===== src/rtl/brisc_pkg.sv =====
// Shared types and sizing helpers for the operand-forwarding scoreboard.
package brisc_pkg;

  localparam int REG_BITS = 5;
  localparam int NUM_REGS = 1 << REG_BITS;

  // Producer class of an issuing instruction; selects its result latency.
  typedef enum logic [1:0] {
    FWD_ALU  = 2'd0,
    FWD_LOAD = 2'd1,
    FWD_MUL  = 2'd2
  } fwd_kind_e;

  // Where an operand is finally taken from: register file or a bypass stage.
  typedef enum logic [0:0] {
    FWD_SRC_RF    = 1'b0,
    FWD_SRC_STAGE = 1'b1
  } fwd_src_e;

  // Width of a forwarding select able to name "none" plus n stages.
  function automatic int sel_bits_f(input int n);
    return (n < 1) ? 1 : $clog2(n + 1);
  endfunction

  // Width of a countdown timer able to hold the longest latency.
  function automatic int timer_bits_f(input int a, input int b);
    int m;
    m = (a > b) ? a : b;
    return (m < 1) ? 1 : $clog2(m + 1);
  endfunction

  // Cycles from issue until the producer's result is forwardable.
  function automatic int kind_lat_f(input fwd_kind_e k, input int load_lat,
                                    input int mul_lat);
    case (k)
      FWD_LOAD: return load_lat;
      FWD_MUL:  return mul_lat;
      default:  return 0;
    endcase
  endfunction

  localparam int FWD_NUM_STAGES_DEF = 2;
  localparam int SEL_BITS           = sel_bits_f(FWD_NUM_STAGES_DEF);
  localparam int FWD_SEL_NONE       = 0;

endpackage


===== src/rtl/fwd_scoreboard_reg_timer.sv =====
// Per-register countdown: loadable, saturates at zero, reports transitions
// between idle and busy so the owner can keep a running busy count.
module reg_timer #(
  parameter int TW = 3
) (
  input  logic          clk_in,
  input  logic          reset_in,
  input  logic          i_load,
  input  logic [TW-1:0] i_load_val,
  output logic [TW-1:0] o_value,
  output logic          o_nonzero,
  output logic          o_set,
  output logic          o_clear
);

  logic [TW-1:0] r_value;
  logic [TW-1:0] w_next;

  // Next value: a load wins over the decrement; zero holds.
  always_comb begin
    w_next = r_value;
    if (i_load) begin
      w_next = i_load_val;
    end else if (r_value != '0) begin
      w_next = r_value - 1'b1;
    end
  end

  // Timer state register.
  // NOTE: state uses <= so every flop samples pre-edge values; each timer is
  // its own flop bank, so reset clears all in-flight tracking at once.
  always_ff @(posedge clk_in or posedge reset_in) begin
    if (reset_in) begin
      r_value <= '0;
    end else begin
      r_value <= w_next;
    end
  end

  assign o_value   = r_value;
  assign o_nonzero = (r_value != '0);
  assign o_set     = (r_value == '0) && (w_next != '0);
  assign o_clear   = (r_value != '0) && (w_next == '0);

endmodule


===== src/rtl/fwd_scoreboard.sv =====
// Issue-stage hazard scoreboard: tracks per-register result latency,
// stalls on RAW/WAW hazards and picks the youngest matching bypass stage.
module fwd_scoreboard
  import brisc_pkg::*;
#(
  parameter  int NUM_SRC    = 2,
  parameter  int NUM_STAGES = 2,
  parameter  int LOAD_LAT   = 1,
  parameter  int MUL_LAT    = 5,
  localparam int SEL_W      = sel_bits_f(NUM_STAGES),
  localparam int CNT_W      = REG_BITS + 1
) (
  input  logic                                 clk_in,
  input  logic                                 reset_in,
  input  logic                                 issue_valid_in,
  input  logic [REG_BITS-1:0]                  issue_rd_in,
  input  logic                                 issue_reg_write_in,
  input  fwd_kind_e                            issue_kind_in,
  input  logic [NUM_SRC-1:0][REG_BITS-1:0]     rs_in,
  input  logic [NUM_SRC-1:0]                   rs_used_in,
  input  logic                                 flush_in,
  input  logic [NUM_STAGES-1:0][REG_BITS-1:0]  stage_rd_in,
  input  logic [NUM_STAGES-1:0]                stage_wr_in,
  output logic [NUM_SRC-1:0][SEL_W-1:0]        fwd_sel_out,
  output logic                                 stall_out,
  output logic [CNT_W-1:0]                     pending_cnt_out
);

  localparam int TW = timer_bits_f(LOAD_LAT, MUL_LAT);

  logic [TW-1:0]       w_timer [NUM_REGS];
  logic [NUM_REGS-1:0] w_busy;
  logic [NUM_REGS-1:0] w_set;
  logic [NUM_REGS-1:0] w_clear;
  logic [TW-1:0]       w_issue_lat;
  logic                w_raw;
  logic                w_waw;
  logic                w_accept;
  logic                w_load_en;
  logic [CNT_W-1:0]    w_inc;
  logic [CNT_W-1:0]    w_dec;
  logic [CNT_W-1:0]    r_pending;

  // x0 is hardwired: never busy, never counted.
  assign w_timer[0] = '0;
  assign w_busy[0]  = 1'b0;
  assign w_set[0]   = 1'b0;
  assign w_clear[0] = 1'b0;

  assign w_issue_lat = TW'(kind_lat_f(issue_kind_in, LOAD_LAT, MUL_LAT));

  // RAW hazard: a read operand whose producer has not reached a bypass stage.
  // NOTE: every always_comb output gets a default first, so no path can
  // leave it unassigned and infer a latch.
  always_comb begin
    w_raw = 1'b0;
    for (int i = 0; i < NUM_SRC; i++) begin
      if (rs_used_in[i] && (rs_in[i] != '0) && w_busy[rs_in[i]]) begin
        w_raw = 1'b1;
      end
    end
  end

  // WAW: an older, slower producer of rd would otherwise retire after us.
  // The self-dependence case reads the pre-issue timer, so it never stalls
  // on its own load.
  assign w_waw = issue_valid_in && issue_reg_write_in && (issue_rd_in != '0) &&
                 (w_timer[issue_rd_in] > w_issue_lat);

  // Stall depends only on timers and issue fields, never on stage inputs.
  assign stall_out = w_raw | w_waw;
  assign w_accept  = issue_valid_in & ~stall_out & ~flush_in;
  assign w_load_en = w_accept & issue_reg_write_in & (issue_rd_in != '0);

  for (genvar g = 1; g < NUM_REGS; g++) begin : g_timer
    reg_timer #(
      .TW(TW)
    ) u_timer (
      .clk_in     (clk_in),
      .reset_in   (reset_in),
      .i_load     (w_load_en && (issue_rd_in == REG_BITS'(g))),
      .i_load_val (w_issue_lat),
      .o_value    (w_timer[g]),
      .o_nonzero  (w_busy[g]),
      .o_set      (w_set[g]),
      .o_clear    (w_clear[g])
    );
  end

  // Tally idle-to-busy and busy-to-idle transitions happening at this edge.
  always_comb begin
    w_inc = '0;
    w_dec = '0;
    for (int r = 0; r < NUM_REGS; r++) begin
      w_inc = w_inc + CNT_W'(w_set[r]);
      w_dec = w_dec + CNT_W'(w_clear[r]);
    end
  end

  // Running count of busy registers, updated with the timers.
  always_ff @(posedge clk_in or posedge reset_in) begin
    if (reset_in) begin
      r_pending <= '0;
    end else begin
      r_pending <= r_pending + w_inc - w_dec;
    end
  end

  assign pending_cnt_out = r_pending;

  // Bypass select: youngest (lowest-index) stage writing the source register.
  always_comb begin
    for (int i = 0; i < NUM_SRC; i++) begin
      fwd_sel_out[i] = SEL_W'(FWD_SEL_NONE);
      for (int k = NUM_STAGES - 1; k >= 0; k--) begin
        if (stage_wr_in[k] && (stage_rd_in[k] == rs_in[i]) && (rs_in[i] != '0)) begin
          fwd_sel_out[i] = SEL_W'(k + 1);
        end
      end
    end
  end

endmodule


===== config.mk =====
export PLATFORM = sky130hd
export DESIGN_NAME = fwd_scoreboard
export DESIGN_NICKNAME = d
export VERILOG_FILES = /design/src/rtl/brisc_pkg.sv /design/src/rtl/fwd_scoreboard_reg_timer.sv /design/src/rtl/fwd_scoreboard.sv
export SDC_FILE = /design/constraint.sdc
export NUM_CORES = 1
export LEC_CHECK = 0
export ABC_AREA = 1
export CORE_ASPECT_RATIO = 2
export CORE_MARGIN = 5
export CORE_UTILIZATION = 57
export DETAILED_ROUTE_END_ITERATION = 10
export PLACE_DENSITY = 0.79
export SLEW_MARGIN = 20
export SYNTH_ARGS = -nofsm -noshare
export SYNTH_HDL_FRONTEND = slang
export SYNTH_SLANG_ARGS = --single-unit

===== constraint.sdc =====
create_clock -name clk_in -period 7.6 [get_ports clk_in]
set_input_delay 1.14 -clock clk_in [delete_from_list [all_inputs] [get_ports clk_in]]
set_output_delay 1.14 -clock clk_in [all_outputs]
set_load 0.03 [all_outputs]

* After elaboration in Yosys (flattened, before gate mapping) *
Index checks and enable logic that the tools add are counted.

cells by class
  add/sub/neg operators = 93
  $lt $le $gt $ge = 4
  eq/ne operators = 37
  muxes and demuxes = 76
  bitwise logic cells = 8
  reduce and logical (&&, ||, !) cells = 235

operators by type and width
  operator                                            count
  adder 6 x 1 -> 6 bit                                50
  two-way mux 3 bit                                   64
  zero test 3 bit                                     62
  nonzero test 3 bit                                  62
  logical AND 1 bit                                   108
  subtractor 3 x 1 -> 3 bit, second input constant    31
  == test 5 bit, second input constant                16
  == test 5 x 4 -> 1 bit, second input constant       8
  == test 5 x 3 -> 1 bit, second input constant       4
  == test 5 bit                                       4
  binary-select mux 3 bit (select 5 bit)              1
  nonzero test 5 bit                                  3
  adder 5 x 1 -> 6 bit                                2
  < comparator 5 x 6 -> 1 bit, second input constant  2
  adder 4 x 1 -> 5 bit                                2
  binary-select mux 1 bit (select 5 bit)              2
  == test 5 x 2 -> 1 bit, second input constant       2
  adder 3 x 1 -> 4 bit                                2
  two-way mux 2 bit                                   4
  adder 2 x 1 -> 3 bit                                2
  adder 6 bit                                         1
  >= comparator 6 bit, second input constant          1
  inverter 5 -> 6 bit                                 1
  case mux 3 bit (2 select lines)                     1
  other kinds (10)                                    18

storage, ports and cells
  register bits = 99
  input bits = 36
  output and inout bits = 11
  logic and storage cells = 485

* Logic depth before layout (Yosys ltp) *
  depth after elaboration = 48
  depth in mapped cells = 41
  mapped depth without buffers = 39

* Modules after synthesis *
Synthesis repeated with hierarchy kept, for this count alone.

unflattened totals
  cells, all modules = 1,785
  area total of the unflattened synthesis = 11,984.0 um^2

modules (own cells, without submodules)
  module          instances  cells an instance  area each (um^2)  seq. area each (um^2)
  reg_timer       31         37                 255.2             75.1
  fwd_scoreboard  1          638                4,071.4           150.1

* Least setup slack after synthesis *
OpenSTA, ideal clock, no wires.

  path type = input to register
  start = input port issue_rd_in[1]
  end = register r_pending[5], in the netlist pending_cnt_out[5]
  setup time = 0.079 ns
  arrival = 8.916 ns
  data required time = 7.521 ns
  path slack = -1.395 ns
  cell stages on the path = 36
  cells stage by stage = buf_6 -> nand2_2 -> buf_6 -> clkbuf_1 -> o221ai_1 -> a22o_1 -> o32ai_1 -> ha_1 -> inv_1 -> o21ai_0 -> a21oi_4 -> nor2_8 -> buf_6 -> buf_6 -> nand4_1 -> nand2_1 -> nand4_1 -> fa_1 -> inv_1 -> fa_1 -> inv_1 -> fa_1 -> fa_1 -> fa_1 -> fa_1 -> fa_1 -> inv_1 -> fa_1 -> inv_1 -> ha_1 -> nand2_1 -> nor2_1 -> a211oi_1 -> o21bai_1 -> a21oi_1 -> xor2_1

between the ends
  word-level cells in the longest chain between the ends = 48
  elaborated cells on any way between the ends = 293
  those cells by class = 62 x add/sub; 1 x order compare; 31 x eq/ne; 34 x mux; 7 x bitwise; 158 x reduce/logical

ends and longest elaborated chain
  item                                                  RTL line               text
  from (decl)                                           fwd_scoreboard.sv:16   input logic [REG_BITS-1:0] issue_rd_in,
  inverter 5 -> 6 bit (not written as such)             fwd_scoreboard.sv:68   (w_timer[issue_rd_in] > w_issue_lat);
  binary-select mux 3 bit (select 5 bit)                fwd_scoreboard.sv:68
  two-way mux 3 bit (not written as such) (2 in a row)  fwd_scoreboard.sv:68
  > comparator 3 bit                                    fwd_scoreboard.sv:68
  logical AND 1 bit                                     fwd_scoreboard.sv:67   assign w_waw = issue_valid_in && issue_reg_write_in && (issue_rd_in != '0) &&
  bitwise OR 1 bit                                      fwd_scoreboard.sv:71   assign stall_out = w_raw | w_waw;
  inverter 1 bit                                        fwd_scoreboard.sv:72   assign w_accept = issue_valid_in & ~stall_out & ~flush_in;
  bitwise AND 1 bit (2 in a row)                        fwd_scoreboard.sv:72
  (+6 left out)                                         --
  adder 1 x 1 -> 2 bit                                  fwd_scoreboard.sv:95   w_inc = w_inc + CNT_W'(w_set[r]);
  adder 2 x 1 -> 3 bit                                  fwd_scoreboard.sv:95
  adder 3 x 1 -> 4 bit                                  fwd_scoreboard.sv:95
  adder 4 x 1 -> 5 bit                                  fwd_scoreboard.sv:95
  adder 5 x 1 -> 6 bit                                  fwd_scoreboard.sv:95
  adder 6 x 1 -> 6 bit (25 in a row)                    fwd_scoreboard.sv:95
  adder 6 bit                                           fwd_scoreboard.sv:105  r_pending <= r_pending + w_inc - w_dec;
  subtractor 6 bit *                                    fwd_scoreboard.sv:105
  to (signal assigned)                                  fwd_scoreboard.sv:105
  to (decl)                                             fwd_scoreboard.sv:42   logic [CNT_W-1:0] r_pending;

Every way passes the cells marked *; elsewhere a longest branch is shown, timed or not. The select of a mux whose other input is x is not followed.

* Worst setup path after layout *
Same ends and word-level chain as after synthesis.

==> out/metrics.cfg <==
[yosys]
synth-seq-area-share=0.234
synthDistinctLibCells=45
synth-seq-cells=99
synth_warnings=0
avgSynthCellArea_sq_um=7.17
synthFlopType=dfrtp_1
syn_nets=1675
syn_inst=1474
synth-edff-count=0
ys_async_sr_fraction=1.00
netlist_area_sq_mm=0.0106

[floorplan]
die_y_um=203
rows=70
pin_count=47
core_area_sq_mm=0.0183
start_util=0.577
dieArea_sq_mm=0.0215
die_w_um=106

[clock_network]
cts_buffers=9
cts_buffer_depth=2
clock_latency_ns=0.38
cts_tree=done
cts.clk_slew.worst_paths_ns=0.08
cts_num_sinks=99
cts_root_buffer=clkbuf_16
ctsHtreeMaxLevel=3

[sta]
clock.fmax_mhz=112
fin_worst_skew_ns=0.0198
fin_crit_sh=1.18
finalHoldViolCount=0
worst_slew_pin_slew_ns=0.986
setup_viol=6
hold_ws_ns=0.607
fin_ws_ns=-1.33
rsz0062_at_grt=true
max-slew-margin-rel=0.343
min_period_ns=8.93
slew_violations=0

[critical_path]
path_max_fanout=15
required_ns=7.89
slowest_stage=fa_2
critPathTopFamily=adder cells
critPathMaxStageDelay_ns=0.57
worst-path-buf-inv=13
critPathCaptureType=register
critPathKind=input port to register
cp-start-kind=input port
r2r_setup_slack_ns=-0.88
arrival_ns=9.22

[grt]
grt_antenna_before_repair=0
grt_pass1_wl_um=65300
grt_max_degree=69
grt_usage=0.398
gr-total-overflow=0
grt_pass1_vias=12600

[place]
placedCellCount=2034
io_buffers=46
place_hpwl_um=31300
gp_congestion=1.03

[final_layout]
drive_gt1_frac=0.315
final_util=0.842
area_delta_synth_final_pct=45.9
final_cell_mix=374 x buf_4, 344 x inv_1, 306 x nand2_1, 104 x ha_1, 99 x dfrtp_1
nets=2093
nFillCells=1050
diodes=0
finalNonFillerCells=2113
final_common_cell=buf_4

[outcome]
violations=negative setup slack
status=finished, violations left

[route]
ant_nets=0
wl_um=45200
vias=12200
wire_per_inst_um=21.4
first_iter_violations=1079
vias_per_cell=5.77
drc=0
dr.pass1.iters=8

[flow_run]
maxCapViolations=0

[worst_hold_path]
hold_class=register to register

-- Yosys cell counts (6+ instances only) --
cell,n,area [sq um]
o21ai_1,14,70.1
buf_2,9,45.0
nand3_1,100,500
xnor2_1,15,131
o21ai_2,6,52.6
nand3_2,11,110
nand4_1,64,400
fa_1,56,1120
clkbuf_1,16,60.1
ha_1,109,1360
buf_1,6,22.5
nor2_1,92,345
o21ai_0,49,245
nand2_1,339,1270
xor2_1,32,280
buf_6,10,113
inv_1,368,1380
o22ai_1,25,156
dfrtp_1,99,2480
-- path summary, 6_finish.rpt --
check / from / endpoint / cells past startpoint
worst max-delay path: issue_rd_in[1] / pending_cnt_out[5] / 42
worst min-delay path: g_timer[31].u_timer.o_value[0] / g_timer[31].u_timer.o_value[0] / 3
worst max register to register: g_timer[24].u_timer.o_value[0] / pending_cnt_out[5] / 41
worst min register to register: g_timer[31].u_timer.o_value[0] / g_timer[31].u_timer.o_value[0] / 3
max in group asynchronous: reset_in / g_timer[2].u_timer.o_value[1] / 3
min in group asynchronous: reset_in / g_timer[8].u_timer.o_value[1] / 2
-- final cells by class --
class | count | area (sq um) | area share
clock buffer | 9 | 225 | 0.0146
inverter | 375 | 1450 | 0.0939
timing repair buffer | 448 | 3790 | 0.246
tap | 216 | 270 | 0.0175
clock inverter | 7 | 66.3 | 0.00430
multi-input combinational | 959 | 7150 | 0.463
sequential | 99 | 2480 | 0.161
-- routing by layer --
layer | GRT usage | up-vias | wire, um
met2 | 0.670 | 796 | 21500
met5 | 0 | - | 0
met1 | 0.383 | 5657 | 13700
met4 | 0.419 | 0 | 6020
met3 | 0.0773 | 364 | 3950
li1 | - | 5377 | -
-- kinds of logic after synthesis --
| kind of cell | after synthesis | share of synthesized area |
|---|---|---|
| adder cells (fa/ha/maj) | 165 | 0.235 |
| AO/OA/AOI/OAI | 121 | 0.0703 |
| buffers and inverters | 418 | 0.158 |
| AND/OR/NAND/NOR | 624 | 0.263 |
| flip-flops | 99 | 0.234 |
| XOR/XNOR | 47 | 0.0390 |
-- flip-flops by register name, summed over array words and instances, names as in the netlist --
name                     flops
g_timer.u_timer.o_value     93
pending_cnt_out              6
-- worst register-to-register path, delay by kind of cell (launching register included) --
kind | cells | cell delay (ns)
fa+ha+maj | 11 | 4.70
simple gates | 14 | 1.40
buf+inv | 12 | 1.28
compound gates | 3 | 0.48
flops | 1 | 0.39
xor+xnor | 1 | 0.15
-- per-stage QoR --
step / setup slack, ns / TNS (ns) / cell area (sq um)
detailed placement: -2.15 / -11.52 / 13800
CTS: -1.12 / -5.77 / 14900
floorplan: -0.941 / -4.20 / 10700
finish: -1.33 / -6.83 / 15400
global placement: -2.03 / -11.24 / 13800
global route: -1.52 / -7.82 / 15400
-- what timing repair did --
action,4_1_cts,5_1_grt
setup buffers,36,23
endpoints found under the setup margin,6,6
resized for setup,101,112
cloned,6,0
pin swaps,50,85
hold buffers,0,0
Power is left out: the tool's default activity adds up to more than one toggle a clock period on the data nets, which glitch-free logic cannot reach.
